--- config.mk ---
export PLATFORM = sky130hd
export DESIGN_NAME = stream_to_axi_b
export DESIGN_NICKNAME = d
export VERILOG_FILES = /design/src/rtl/stream_to_axi_b.sv
export SDC_FILE = /design/constraint.sdc
export NUM_CORES = 1
export LEC_CHECK = 0
export ABC_CLOCK_PERIOD_IN_PS = 7200
export CORE_MARGIN = 2
export CORE_UTILIZATION = 54
export DETAILED_ROUTE_END_ITERATION = 10
export PLACE_DENSITY = 0.8
export SYNTH_ARGS = -nofsm -noshare
export SYNTH_HDL_FRONTEND = slang
export SYNTH_SLANG_ARGS = --single-unit
--- constraint.sdc ---
create_clock -name clk -period 7.2 [get_ports clk]
set_input_delay 2.16 -clock clk [delete_from_list [all_inputs] [get_ports clk]]
set_output_delay 2.16 -clock clk [all_outputs]
set_load 0.005 [all_outputs]
--- src/rtl/stream_to_axi_b.sv ---
// stream_to_axi_b: accepts single-beat B-response packets from the receive stream.
// It checks the packet type and framing, buffers good responses in a show-ahead
// FIFO and replays them on an AXI slave B channel.
// Ports:
//   clk, resetn                 clock and synchronous active-low reset
//   in_valid/in_ready/in_last   stream handshake and packet framing
//   in_data                     beat payload
//   AXIS_b*                     AXI B channel toward the interconnect
//   fifo_level                  registered FIFO occupancy
//   drop_count                  saturating count of discarded packets
module stream_to_axi_b #(
    parameter int DATA_WIDTH = 128,
    parameter int ID_WIDTH   = 32,
    parameter int USER_WIDTH = 64,
    parameter int FIFO_DEPTH = 4,
    parameter logic [7:0] TYPE_B = 8'h02
) (
    input  logic                          clk,
    input  logic                          resetn,
    input  logic                          in_valid,
    output logic                          in_ready,
    input  logic                          in_last,
    input  logic [DATA_WIDTH-1:0]         in_data,
    output logic [ID_WIDTH-1:0]           AXIS_bid,
    output logic [1:0]                    AXIS_bresp,
    output logic [USER_WIDTH-1:0]         AXIS_buser,
    output logic                          AXIS_bvalid,
    input  logic                          AXIS_bready,
    output logic [$clog2(FIFO_DEPTH):0]   fifo_level,
    output logic [15:0]                   drop_count
);

    localparam int AW = $clog2(FIFO_DEPTH);
    localparam int LW = AW + 1;
    localparam int EW = ID_WIDTH + 2 + USER_WIDTH;

    if (DATA_WIDTH < EW + 8) begin : g_bad_width
        $error("DATA_WIDTH too small for ID, BRESP, USER and type fields");
    end
    if (FIFO_DEPTH < 2 || (FIFO_DEPTH & (FIFO_DEPTH - 1)) != 0) begin : g_bad_depth
        $error("FIFO_DEPTH must be a power of two and at least 2");
    end

    typedef enum logic {IDLE, DROP} state_t;

    state_t state, state_nxt;

    logic [EW-1:0] mem [FIFO_DEPTH];
    logic [AW-1:0] wr_ptr, rd_ptr;
    logic [EW-1:0] head;
    logic          full, empty;
    logic          accept, is_b;
    logic          push, pop, drop_inc;
    logic          unused_bits;

    // The entry is simply the low EW payload bits: {buser, bresp, bid}.
    assign is_b        = (in_data[DATA_WIDTH-1 -: 8] == TYPE_B);
    assign full        = (fifo_level == LW'(FIFO_DEPTH));
    assign empty       = (fifo_level == '0);
    assign accept      = in_valid && in_ready;
    assign pop         = AXIS_bvalid && AXIS_bready;
    assign unused_bits = ^in_data;

    // State register
    always_ff @(posedge clk) begin
        if (!resetn) begin
            state <= IDLE;
        end else begin
            state <= state_nxt;
        end
    end

    // Next-state logic
    always_comb begin
        state_nxt = state;
        unique case (state)
            IDLE: if (accept && !in_last) state_nxt = DROP;
            DROP: if (accept && in_last)  state_nxt = IDLE;
            default: state_nxt = IDLE;
        endcase
    end

    // Output / control logic. in_ready never looks at AXIS_bready, so a
    // full FIFO blocks input even in a cycle that pops.
    always_comb begin
        in_ready = 1'b0;
        push     = 1'b0;
        drop_inc = 1'b0;
        unique case (state)
            IDLE: begin
                in_ready = resetn && !full;
                push     = accept && in_last && is_b;
                drop_inc = accept && !(in_last && is_b);
            end
            DROP: begin
                in_ready = resetn;
            end
            default: ;
        endcase
    end

    // FIFO storage; contents need no reset since outputs are gated by bvalid.
    always_ff @(posedge clk) begin
        if (push) begin
            mem[wr_ptr] <= in_data[EW-1:0];
        end
    end

    always_ff @(posedge clk) begin
        if (!resetn) begin
            wr_ptr     <= '0;
            rd_ptr     <= '0;
            fifo_level <= '0;
        end else begin
            if (push) wr_ptr <= wr_ptr + AW'(1);
            if (pop)  rd_ptr <= rd_ptr + AW'(1);
            unique case ({push, pop})
                2'b10:   fifo_level <= fifo_level + LW'(1);
                2'b01:   fifo_level <= fifo_level - LW'(1);
                default: fifo_level <= fifo_level;
            endcase
        end
    end

    always_ff @(posedge clk) begin
        if (!resetn) begin
            drop_count <= '0;
        end else if (drop_inc && drop_count != 16'hFFFF) begin
            drop_count <= drop_count + 16'd1;
        end
    end

    // Gate the head with bvalid so uninitialised storage never reaches the port.
    assign AXIS_bvalid = !empty;
    assign head        = AXIS_bvalid ? mem[rd_ptr] : '0;
    assign AXIS_bid    = head[ID_WIDTH-1:0];
    assign AXIS_bresp  = head[ID_WIDTH+1:ID_WIDTH];
    assign AXIS_buser  = head[EW-1:ID_WIDTH+2];

endmodule
==> flow_summary.html <==
<table>
<tr><th>Metric</th><th>Value</th></tr>
<tr><th colspan="2">Global routing</th></tr>
<tr><td>Antenna violations before repair</td><td>3</td></tr>
<tr><td>Overflow after GRT</td><td>0</td></tr>
<tr><td>Vias in the first global route</td><td>8434</td></tr>
<tr><td>Overall fraction of global-route tracks in use</td><td>0.199</td></tr>
<tr><td>First-pass GRT wire length</td><td>~47000 um</td></tr>
<tr><td>Pin count of the biggest net entering global routing</td><td>58</td></tr>
<tr><th colspan="2">STA</th></tr>
<tr><td>Share of the clock period used by the worst path after layout</td><td>0.839</td></tr>
<tr><td>Normalized max-slew margin</td><td>0.293</td></tr>
<tr><td>Count of pins over their slew limit</td><td>0</td></tr>
<tr><td>Setup Skew</td><td>~0.016 ns</td></tr>
<tr><td>Unrepaired setup endpoints after global routing</td><td>false</td></tr>
<tr><td>Highest attainable clock frequency</td><td>166 MHz</td></tr>
<tr><td>Clock period minus worst slack</td><td>6.04 ns</td></tr>
<tr><td>Total negative setup slack</td><td>0 ns</td></tr>
<tr><td>Final hold viol count</td><td>0</td></tr>
<tr><td>Number of setup violations in the final report</td><td>0</td></tr>
<tr><td>Worst Tran Pin Value</td><td>1.06 ns</td></tr>
<tr><th colspan="2">CTS</th></tr>
<tr><td>Hold-fix buffers at CTS</td><td>0</td></tr>
<tr><td>Root buffer cell</td><td>sky130_fd_sc_hd__clkbuf_16</td></tr>
<tr><td>TritonCTS clock tree</td><td>done</td></tr>
<tr><td>Clock transition time at the flip-flop clock pins of the worst setup and hold paths</td><td>0.06 ns</td></tr>
<tr><td>Post-CTS setup repair buffer count</td><td>0</td></tr>
<tr><td>CTS resizes</td><td>0</td></tr>
<tr><td>Inserted Clock Buffers</td><td>42</td></tr>
<tr><td>Clk buf depth</td><td>3</td></tr>
<tr><td>H-tree depth</td><td>2</td></tr>
<tr><td>Clock latency on the worst-skew pair</td><td>0.52 ns</td></tr>
<tr><td>Number of sinks on the clock net</td><td>418</td></tr>
<tr><th colspan="2">Routing</th></tr>
<tr><td>Routed wirelength normalized by instance count</td><td>21.4 um</td></tr>
<tr><td>Average vias per placed instance</td><td>5.60</td></tr>
<tr><td>Detailed router's first-iteration violation count</td><td>584</td></tr>
<tr><td>Routed wire length</td><td>30800 um</td></tr>
<tr><td>First-pass iteration count of the detailed router</td><td>4</td></tr>
<tr><td>Final antenna-violating net count</td><td>0</td></tr>
<tr><td>Vias after detailed routing</td><td>just over 8000</td></tr>
<tr><td>DRC violations left</td><td>0</td></tr>
<tr><th colspan="2">Place</th></tr>
<tr><td>I/O Buffers</td><td>229</td></tr>
<tr><td>Global placer's final weighted congestion</td><td>0.727</td></tr>
<tr><td>Post-Place Cells</td><td>between 1000 and 1500</td></tr>
<tr><td>Post-detailed-placement half-perimeter wirelength</td><td>between 15000 and 20000 um</td></tr>
<tr><th colspan="2">Worst setup path</th></tr>
<tr><td>Required time worst endpoint</td><td>5.04 ns</td></tr>
<tr><td>Worst endpoint data arrival time</td><td>3.88 ns</td></tr>
<tr><td>Critical path launch point type</td><td>primary input</td></tr>
<tr><td>Length in cells of the worst reg-to-reg path</td><td>8</td></tr>
<tr><td>Category of the worst setup path capture point</td><td>output port</td></tr>
<tr><td>Setup CP Type</td><td>primary input to output port</td></tr>
<tr><td>CP max FO</td><td>24</td></tr>
<tr><td>Reg2reg setup slack</td><td>between 4 and 5 ns</td></tr>
<tr><th colspan="2">Pwr</th></tr>
<tr><td>Maximum resistive drop on vdd</td><td>0.000173 V</td></tr>
<tr><td>Power density cells</td><td>between 200 and 250 mW/mm2</td></tr>
<tr><td>Cell leakage power</td><td>6.25 nW</td></tr>
<tr><th colspan="2">Floorplanning</th></tr>
<tr><td>Floorplan row count</td><td>63</td></tr>
<tr><td>Starting Density</td><td>0.545</td></tr>
<tr><td>Die outline height</td><td>between 150 and 200 um</td></tr>
<tr><td>Floorplan die area</td><td>0.0311 mm2</td></tr>
<tr><td>I/O pin cnt</td><td>252</td></tr>
<tr><td>Die Width</td><td>176 um</td></tr>
<tr><td>Core Area</td><td>0.0295 mm2</td></tr>
<tr><th colspan="2">Yosys</th></tr>
<tr><td>Number of synthesis warnings</td><td>0</td></tr>
<tr><td>Number of flip-flops and latches in the synthesized netlist</td><td>418</td></tr>
<tr><td>Synth cell types</td><td>39</td></tr>
<tr><td>Sequential fraction of the synthesis area</td><td>0.765</td></tr>
<tr><td>Cell count after synthesis</td><td>roughly 770</td></tr>
<tr><td>Cell area after synthesis</td><td>0.0161 mm2</td></tr>
<tr><td>Post-synth ARST share</td><td>0</td></tr>
<tr><td>Top FF cell, synth</td><td>sky130_fd_sc_hd__edfxtp_1</td></tr>
<tr><td>Post-synth net total</td><td>908</td></tr>
<tr><td>Post-Syn Area per Cell</td><td>20.9 um2</td></tr>
<tr><td>Count of flip-flops with a built-in enable after synthesis</td><td>392</td></tr>
<tr><th colspan="2">Outcome</th></tr>
<tr><td>Status</td><td>complete, no violations</td></tr>
<tr><th colspan="2">Flow run</th></tr>
<tr><td>Number of max-capacitance violations reported</td><td>0</td></tr>
<tr><th colspan="2">Hold path</th></tr>
<tr><td>Class of the most critical hold timing path</td><td>flip-flop to flip-flop</td></tr>
<tr><td>Cell count of the worst hold path</td><td>2</td></tr>
<tr><th colspan="2">Finish</th></tr>
<tr><td>Layout cells sized above 1</td><td>0.173</td></tr>
<tr><td>Count of placed standard cells in the final layout, fillers left out</td><td>about 1400</td></tr>
<tr><td>Number of nets in the finished design</td><td>1156</td></tr>
<tr><td>Syn-to-layout area delta</td><td>25.2%</td></tr>
</table>
-- Yosys cell counts (2+ instances only) --
| library cell | count | area [um2] |
|---|---|---|
| sky130_fd_sc_hd__a21oi_1 | 12 | 60.1 |
| sky130_fd_sc_hd__and2_1 | 103 | 644 |
| sky130_fd_sc_hd__buf_1 | 3 | 11.3 |
| sky130_fd_sc_hd__buf_2 | 10 | 50.1 |
| sky130_fd_sc_hd__clkbuf_1 | 22 | 82.6 |
| sky130_fd_sc_hd__dfxtp_1 | 26 | 521 |
| sky130_fd_sc_hd__edfxtp_1 | 392 | 11800 |
| sky130_fd_sc_hd__ha_1 | 6 | 75.1 |
| sky130_fd_sc_hd__inv_1 | 9 | 33.8 |
| sky130_fd_sc_hd__mux2i_1 | 2 | 20.0 |
| sky130_fd_sc_hd__mux4_2 | 98 | 2210 |
| sky130_fd_sc_hd__nand2_1 | 9 | 33.8 |
| sky130_fd_sc_hd__nand3_1 | 5 | 25.0 |
| sky130_fd_sc_hd__nand4_1 | 5 | 31.3 |
| sky130_fd_sc_hd__nor2_1 | 14 | 52.6 |
| sky130_fd_sc_hd__o211ai_1 | 2 | 15.0 |
| sky130_fd_sc_hd__o21ai_0 | 3 | 15.0 |
| sky130_fd_sc_hd__o21ai_1 | 2 | 10.0 |
| sky130_fd_sc_hd__o31ai_1 | 7 | 52.6 |
| sky130_fd_sc_hd__or3_1 | 5 | 31.3 |
| sky130_fd_sc_hd__or4_1 | 8 | 60.1 |
| sky130_fd_sc_hd__or4_4 | 2 | 22.5 |
| sky130_fd_sc_hd__xnor2_1 | 3 | 26.3 |
| sky130_fd_sc_hd__xor2_1 | 5 | 43.8 |
-- final cells by class --
cell class | instances | area, um2
sequential | 418 | 12300
fill | 1896 | 9370
multi-input combinational | 304 | 3580
timing repair buffer | 240 | 2420
clock buffer | 56 | 1130
tap | 390 | 488
clock inverter | 20 | 146
inverter | 10 | 37.5
antenna | 1 | 2.50
-- worst paths after layout --
check / startpoint / to
max: resetn / in_ready
min reg2reg: drop_count[10] / drop_count[10]
max reg2reg: fifo_level[0] / fifo_level[2]
min: drop_count[10] / drop_count[10]
-- layer usage --
layer / global-route usage / up-vias / share of wire
met5: 0 / - / 0.00088
li1: - / 3608 / -
met3: 0.0612 / 39 / 0.079
met1: 0.256 / 4170 / 0.40
met2: 0.334 / 242 / 0.50
met4: 0.0489 / 4 / 0.015
-- registers in the layout (all words and copies together), names as in the netlist, named ones only --
signal      flops
drop_count     16
fifo_level      3
mem           392
rd_ptr          2
wr_ptr          2
-- where the power goes --
| part | leakage, nW | switching (mW) | internal, mW |
|---|---|---|---|
| clock network | 0.630 | 0.838 | 1.18 |
| registers | 3.73 | 0.00124 | 2.65 |
| logic | 1.89 | 0.0376 | 0.0580 |
| total | 6.25 | 0.877 | 3.89 |
-- critical path: stages --
cell	delay, ns
sky130_fd_sc_hd__clkdlybuf4s50_1	0.50
sky130_fd_sc_hd__inv_1	0.63
sky130_fd_sc_hd__nor2_1	0.11
sky130_fd_sc_hd__clkdlybuf4s50_1	0.47
-- kinds of logic after synthesis --
family	after synthesis	synth area share
compound gates	28	0.0105
xor+xnor	8	0.00436
fa+ha+maj	7	0.00592
buf+inv	46	0.0125
flops	418	0.765
mux	100	0.139
simple gates	161	0.0626
-- cells in the final DEF (no fill, tap or decap), types with 2 or more instances in the layout --
cell | Yosys | routed
sky130_fd_sc_hd__dfxtp_4 | 0 | 2
sky130_fd_sc_hd__bufinv_16 | 0 | 2
sky130_fd_sc_hd__o21ai_1 | 2 | 2
sky130_fd_sc_hd__and2_1 | 103 | 99
sky130_fd_sc_hd__buf_12 | 1 | 4
sky130_fd_sc_hd__inv_1 | 9 | 9
sky130_fd_sc_hd__xor2_1 | 5 | 5
sky130_fd_sc_hd__buf_4 | 0 | 7
sky130_fd_sc_hd__edfxtp_1 | 392 | 392
sky130_fd_sc_hd__nand3_1 | 5 | 5
sky130_fd_sc_hd__dfxtp_1 | 26 | 24
sky130_fd_sc_hd__clkinv_1 | 0 | 9
sky130_fd_sc_hd__a21oi_1 | 12 | 12
sky130_fd_sc_hd__o31ai_1 | 7 | 7
sky130_fd_sc_hd__ha_1 | 6 | 6
sky130_fd_sc_hd__o21ai_0 | 3 | 3
sky130_fd_sc_hd__or3_1 | 5 | 4
sky130_fd_sc_hd__clkdlybuf4s50_1 | 0 | 229
sky130_fd_sc_hd__clkbuf_1 | 22 | 12
sky130_fd_sc_hd__mux2i_1 | 2 | 2
sky130_fd_sc_hd__and2_4 | 0 | 4
sky130_fd_sc_hd__o211ai_1 | 2 | 2
sky130_fd_sc_hd__nor2_1 | 14 | 14
sky130_fd_sc_hd__mux4_2 | 98 | 98
sky130_fd_sc_hd__or4_4 | 2 | 2
sky130_fd_sc_hd__clkbuf_16 | 0 | 43
sky130_fd_sc_hd__xnor2_1 | 3 | 3
sky130_fd_sc_hd__or4_1 | 8 | 8
sky130_fd_sc_hd__nand4_1 | 5 | 5
sky130_fd_sc_hd__clkinv_2 | 0 | 7
sky130_fd_sc_hd__nand2_1 | 9 | 9
-- through the flow --
step	setup slack (ns)	utilization	hold slack (ns)	total power [mW]	instance area, um2
after floorplan	1.03	-	0.480	2.72	16100
after global placement	1.17	0.639	0.475	2.80	18800
after detailed placement	1.16	0.639	0.490	2.80	18800
after CTS	1.15	0.682	0.498	4.81	20100
after global routing	1.06	0.682	0.545	4.91	20100
final	1.16	0.682	0.500	4.77	20100
No activity file was read; power rests on OpenSTA's default activity.
==> variant 1: new RTL, same flow settings <==
Change the parameter `FIFO_DEPTH` from 4 to 2.
--- a/src/rtl/stream_to_axi_b.sv
+++ b/src/rtl/stream_to_axi_b.sv
@@ -14,3 +14,3 @@
     parameter int USER_WIDTH = 64,
-    parameter int FIFO_DEPTH = 4,
+    parameter int FIFO_DEPTH = 2,
     parameter logic [7:0] TYPE_B = 8'h02
Ports: changed (resized fifo_level); port bits go from 252 to 251. No check against the original RTL was run, so the function may have changed too.
==> variant 1 against the unedited design <==
Via count shrank 35%; final cell count down 31%; sequential cell count decreased by 200; area after synthesis fell by 47%; wire length fell by 41%; power fell by 46%; final area decreased by 42%; core utilization rose by 8.6 points; combinational power decreased by 12%; setup slack better by 0.066 ns.
==> variant 1: results (changes against the unedited design) <==
INFO  metric yosys.cell_types.count = 42 (was 39)
INFO  metric cts_setup_buffers = 0 (unchanged)
INFO  metric tightest_pin_transition = 1.059 ns (was 1.061 ns)
INFO  metric arrival = 3.81 ns (was 3.88 ns)
INFO  metric num-fill-cells = 945 (was 1896)
INFO  metric cts_max_level = 1 (was 2)
INFO  metric critical_path_peak_fanout = 19 (was 24)
INFO  metric largest_registers = mem x196, drop_count x16, fifo_level x2 (was mem x392, drop_count x16, fifo_level x3)
INFO  metric cellLeakagePower = 3.721 nW (was 6.251 nW)
INFO  metric vdd.ir_drop.worst = 0.1846 mV (was 0.1725 mV)
INFO  metric post_cts.resized_instances = 0 (unchanged)
INFO  metric antenna_cells = 0 (was 1)
INFO  metric grt_pass1_vias = 5324 (was 8434)
INFO  metric ys_top_cells_by_count = 196 x edfxtp_1, 106 x nor2_1, 100 x mux2i_1, 22 x dfxtp_1, 11 x clkbuf_1 (was 392 x edfxtp_1, 103 x and2_1, 98 x mux4_2, 26 x dfxtp_1, 22 x clkbuf_1)
INFO  metric synth.net_count = 671 (was 908)
INFO  metric synth.area.top_cells = edfxtp_1 70%, mux2i_1 12%, dfxtp_1 5.2%, nor2_1 4.7%, and2_1 0.52% (was edfxtp_1 73%, mux4_2 14%, and2_1 4.0%, dfxtp_1 3.2%, clkbuf_1 0.51%)
INFO  metric synth_warnings = 0 (unchanged)
INFO  metric clock_skew = 0.008078 ns (was 0.01553 ns)
INFO  metric synth_edf_count = 196 (was 392)
INFO  metric grt_max_degree = 66 (was 58)
INFO  metric p_int = 0.002111 W (was 0.003890 W)
INFO  metric clk_root_buffer_cell = clkbuf_16 (unchanged)
INFO  metric worstHoldPathType = reg -> reg (unchanged)
INFO  metric tritoncts.num_buffers = 22 (was 42)
INFO  metric outcome = complete, no violations (unchanged)
INFO  metric dr.pass1.iters = 6 (was 4)
INFO  metric post_drt_via_cell_ratio = 5.250 (was 5.603)
INFO  metric yosysSeqAreaShare = 74.70% (was 76.54%)
INFO  metric antenna_found_initial = 0 (was 3)
INFO  metric async_reset_ff_share = 0% (unchanged)
INFO  metric fraction_of_layout_instances_using_a_drive_strength_above_1 = 6.489% (was 17.27%)
INFO  metric place.port_buffers = 228 (was 229)
INFO  metric rrSetupSlack = 4.35 ns (was 4.25 ns)
INFO  metric dp_hpwl = 12000 microns (was 18100 microns)
INFO  metric clock_path_buffers = 3 (unchanged)
INFO  metric wl = 18080 microns (was 30790 microns)
INFO  metric nets = 906 (was 1156)
INFO  metric dpl-instance-area = 0.01100 sq mm (was 0.01883 sq mm)
INFO  metric drt-initial-drc-count = 265 (was 584)
INFO  metric max_freq = 167.5 MHz (was 165.6 MHz)
INFO  metric grt_first_pass_wirelength = 27160 microns (was 47270 microns)
INFO  metric clk_pin_slew_worst_paths = 0.06 ns (about the same)
INFO  metric clock_insertion_delay_worst_skew = 0.49 ns (was 0.52 ns)
INFO  metric gp_routability_congestion = 0.7976 (was 0.7268)
INFO  metric grt_util_all_layers = 20.95% (was 19.88%)
INFO  metric detailedPlace.worstSlack = 1.240 ns (was 1.158 ns)
[variant 1: cell types whose count changed after synthesis, sizes merged, moves of 5 or more]
cell,before,now
and3,0,5
edfxtp,392,196
clkbuf,22,11
a21oi,13,2
mux4,98,0
inv,10,3
or4,10,0
nor2,16,106
mux2i,2,100
and2,103,7
[variant 1: metal layers]
metal	up-vias	track usage, %	routed length (microns)
met2	184	37.71	9241
met1	2545	25.55	6951
met4	0	4.604	344
li1	2481	-	-
met3	24	5.450	1543
met5	-	0	0
[variant 1: power groups by stage]
stage                     registers [W]  clock network, W   logic [W]
after floorplan                 0.00141                 0  0.00000942
after global placement          0.00141                 0   0.0000794
after detailed placement        0.00141                 0   0.0000841
after CTS                       0.00138           0.00113   0.0000847
after global routing            0.00138           0.00119   0.0000902
final                           0.00138           0.00111   0.0000846
[variant 1: final cells by class]
cell class	count	area share, %
clock buffer	29	5.274
clock inverter	10	0.8434
inverter	3	0.09608
multi-input combinational	291	17.50
sequential	218	54.01
tap	211	2.253
timing repair buffer	235	20.03
[variant 1: logic make-up (layout without fill, tap and decap cells)]
kind of cell	after synthesis	after routing	synth area share [%]
muxes	100	100	11.82
DFF	218	218	74.70
AOI/OAI and AO/OA	28	28	2.586
adders and majority gates	2	2	0.2955
xor gates and xnor gates	7	7	0.7240
and+or+nand+nor	154	154	8.555
buffers and inverters	27	277	1.315
[variant 1: path summary, 6_finish.rpt]
check,cells past startpoint,startpoint,endpoint
worst max-delay path,5,resetn,in_ready
worst min-delay path,1,drop_count[4]$_SDFFE_PN0P_,drop_count[4]$_SDFFE_PN0P_
worst max register to register,5,fifo_level[0]$_SDFFE_PN0P_,mem[0][47]$_DFFE_PP_
worst min register to register,1,drop_count[4]$_SDFFE_PN0P_,drop_count[4]$_SDFFE_PN0P_
[variant 1: critical path, stage by stage]
cell             delay, ns
clkdlybuf4s50_1       0.45
buf_4                 0.22
inv_1                 0.18
nor2_1                0.24
clkdlybuf4s50_1       0.55
[variant 1: per-stage QoR]
step	hold WS (ns)	std cells	utilization [%]
floorplan	0.4873	536	-
global placement	0.4927	958	72.11
detailed placement	0.5119	958	72.11
CTS	0.5287	997	76.81
global route	0.5637	997	76.81
finish	0.5192	997	76.81
==> variant 2: new RTL, same settings <==
Without the edit above. Make the reset (`resetn`) asynchronous in 3 clocked blocks. Comments in the files are not updated.
--- a/src/rtl/stream_to_axi_b.sv
+++ b/src/rtl/stream_to_axi_b.sv
@@ -64,3 +64,3 @@
     // State register
-    always_ff @(posedge clk) begin
+    always_ff @(posedge clk or negedge resetn) begin
         if (!resetn) begin
@@ -108,3 +108,3 @@
 
-    always_ff @(posedge clk) begin
+    always_ff @(posedge clk or negedge resetn) begin
         if (!resetn) begin
@@ -124,3 +124,3 @@
 
-    always_ff @(posedge clk) begin
+    always_ff @(posedge clk or negedge resetn) begin
         if (!resetn) begin
Check against the original RTL: differs if resetn is asserted again (counterexample within 4 cycles, from zero or initial values and one cycle with resetn low); with resetn held inactive, the same outputs for 4 cycles.
==> variant 2 against the unedited design <==
Final area decreased by 0.29%; clock skew decreased by 0.0013 ns; critical path depth unchanged; core utilization about the same; hold slack improved by 0.033 ns; sequential cell count decreased by 2; setup slack improved by 0.21 ns; wire length decreased by 0.64%; final cell count decreased by 1.3%; area after synthesis decreased by 0.28%; critical endpoint unchanged.
Power is not compared: it rests on default switching activity, and its combinational part moved more than twofold at a synthesized area within 25%.
==> variant 2: results (changes against the unedited design) <==
INFO  metric drt-initial-drc-count = 609 (was 584)
INFO  metric vdd.ir_drop.worst = 0.2248 mV
INFO  metric timing.critical_path.max_delay_family = buffers and inverters (unchanged)
INFO  metric fraction_of_layout_instances_using_a_drive_strength_above_1 = 17.33% (was 17.27%)
INFO  metric report.final.hold_viol_count = 0 (unchanged)
INFO  metric yosysSeqAreaShare = 77.26% (was 76.54%)
INFO  metric place.port_buffers = 229 (unchanged)
INFO  metric grt_max_degree = 53 (was 58)
INFO  metric synth_edf_count = 392 (unchanged)
INFO  metric antenna_found_initial = 2 (was 3)
INFO  metric cts_setup_buffers = 0 (unchanged)
INFO  metric tritoncts.num_buffers = 41 (was 42)
INFO  metric num-fill-cells = 1832 (was 1896)
INFO  metric arrival = 3.67 ns (was 3.88 ns)
INFO  metric largest_registers = mem x392, drop_count x16, fifo_level x3 (unchanged)
INFO  metric async_reset_ff_share = 5.769% (was 0%)
INFO  metric dp_hpwl = 17860 microns (was 18100 microns)
INFO  metric largest_stage_delay_worst_path = 0.51 ns (was 0.63 ns)
INFO  metric gp_routability_congestion = 0.7699 (was 0.7268)
INFO  metric clock_insertion_delay_worst_skew = around 0.53 ns
INFO  metric synth-main-ff-cell = edfxtp_1 (unchanged)
INFO  metric critical_path_peak_fanout = 27 (was 24)
INFO  metric clk_pin_slew_worst_paths = 0.06 ns (about the same)
INFO  metric clk_root_buffer_cell = clkbuf_16 (unchanged)
INFO  metric critPathSlowestCell = clkdlybuf4s50_1 (was inv_1)
INFO  metric outcome = complete, no violations (unchanged)
INFO  metric clock_path_buffers = 3 (unchanged)
INFO  metric post_drt_via_cell_ratio = 5.501 (was 5.603)
INFO  metric yosys.cell_types.count = 36 (was 39)
INFO  metric grt_util_all_layers = 19.95% (was 19.88%)
INFO  metric relSlewSlack = 47.21% (was 29.28%)
INFO  metric clock_skew = 0.01426 ns (was 0.01553 ns)
INFO  metric synth_warnings = 0 (unchanged)
INFO  metric post_cts.resized_instances = 0 (unchanged)
INFO  metric timing_max_transition_violations_final = 0 (unchanged)
INFO  metric synth.area.top_cells = edfxtp_1 74%, mux4_2 14%, and2_1 4.0%, dfrtp_1 3.8%, xnor2_1 0.60% (was edfxtp_1 73%, mux4_2 14%, and2_1 4.0%, dfxtp_1 3.2%, clkbuf_1 0.51%)
INFO  metric worstHoldPathType = reg -> reg (unchanged)
INFO  metric grt_pass1_vias = 8291 (was 8434)
INFO  metric synth.net_count = 885 (was 908)
INFO  metric dr.pass1.iters = 4 (unchanged)
INFO  metric cellLeakagePower = about 6.5 nW
INFO  metric nets = 1135 (was 1156)
INFO  metric avgRoutedWirePerCell = 21.54 microns (was 21.40 microns)
INFO  metric grt_first_pass_wirelength = 46800 microns (was 47270 microns)
INFO  metric cts_max_level = 2 (unchanged)
INFO  metric ys_top_cells_by_count = 392 x edfxtp_1, 103 x and2_1, 98 x mux4_2, 24 x dfrtp_1, 21 x clkbuf_1 (was 392 x edfxtp_1, 103 x and2_1, 98 x mux4_2, 26 x dfxtp_1, 22 x clkbuf_1)
[variant 2: cell count changes after synthesis, moves of 5 or more]
cell     change
xnor2_1      +8
nor2_1       -6
dfxtp_1     -26
or4_1        -5
o31ai_1      -7
dfrtp_1     +24
nand2_1      +6
a21oi_1     -11
[variant 2: area by class of cell]
class / count / area share (%)
well taps: 390 / 2.434
multi-input cells: 287 / 17.35
inverters: 8 / 0.1498
diodes: 3 / 0.03744
clock inverters: 21 / 0.6801
clock buffers: 54 / 5.360
flip-flops and latches: 416 / 61.74
repair buffers: 241 / 12.26
[variant 2: cells by family after synthesis]
kind of cell | Yosys count | share of synthesized area (%)
AND/OR/NAND/NOR | 156 | 5.836
buffers and inverters | 42 | 1.117
adder cells (fa/ha/maj) | 7 | 0.5938
AO/OA/AOI/OAI | 4 | 0.1484
XOR/XNOR | 19 | 1.039
multiplexers | 101 | 14.01
flip-flops | 416 | 77.26
[variant 2: routing by layer]
layer | track usage (%) | part of all wire [%]
met1 | 26.54 | 41
met3 | 4.264 | 6.4
met5 | 0 | 0
met4 | 6.543 | 3.0
met2 | 33.37 | 50
[variant 2: final timing paths]
path                                            from                         end  slack (ns)  cells after the start
setup / recovery                              resetn                    in_ready        1.37                      4
hold / removal             drop_count[4]$_DFFE_PN0P_   drop_count[4]$_DFFE_PN0P_        0.53                      1
setup reg to reg           fifo_level[2]$_DFFE_PN0P_        mem[3][28]$_DFFE_PP_        4.64                      5
hold reg to reg            drop_count[4]$_DFFE_PN0P_   drop_count[4]$_DFFE_PN0P_        0.53                      1
max in group asynchronous                     resetn       rd_ptr[1]$_DFFE_PN0P_        4.91                      2
min in group asynchronous                     resetn  drop_count[10]$_DFFE_PN0P_        2.02                      2
[variant 2: worst register-to-register path: cells and delay by family, from the launching register on]
| family | cells | cell delay (ns) |
|---|---|---|
| flip-flops | 1 | 0.43 |
| buffers and inverters | 1 | 0.38 |
| AND/OR/NAND/NOR | 4 | 1.36 |
[variant 2: metrics by stage]
| stage | instance area, sq um | worst slack [ns] | power (W) | utilization, % | instances |
|---|---|---|---|---|---|
| after floorplan | 16010 | 0.9965 | 0.003887 | - | 745 |
| after global placement | 18830 | 1.363 | 0.004968 | 64.05 | 1342 |
| after detailed placement | 18830 | 1.358 | 0.004982 | 64.05 | 1342 |
| after CTS | 20040 | 1.345 | 0.006921 | 68.17 | 1417 |
| after global routing | 20050 | 1.260 | 0.007142 | 68.18 | 1418 |
| final | 20050 | 1.372 | 0.006842 | 68.20 | 1420 |
[variant 2: power breakdown]
part	internal (W)	switching (W)	total, W
registers	0.00267	0.000117	0.00279
clock network	0.00109	0.000846	0.00194
logic	0.00135	0.000762	0.00211
total	0.00512	0.00173	0.00684
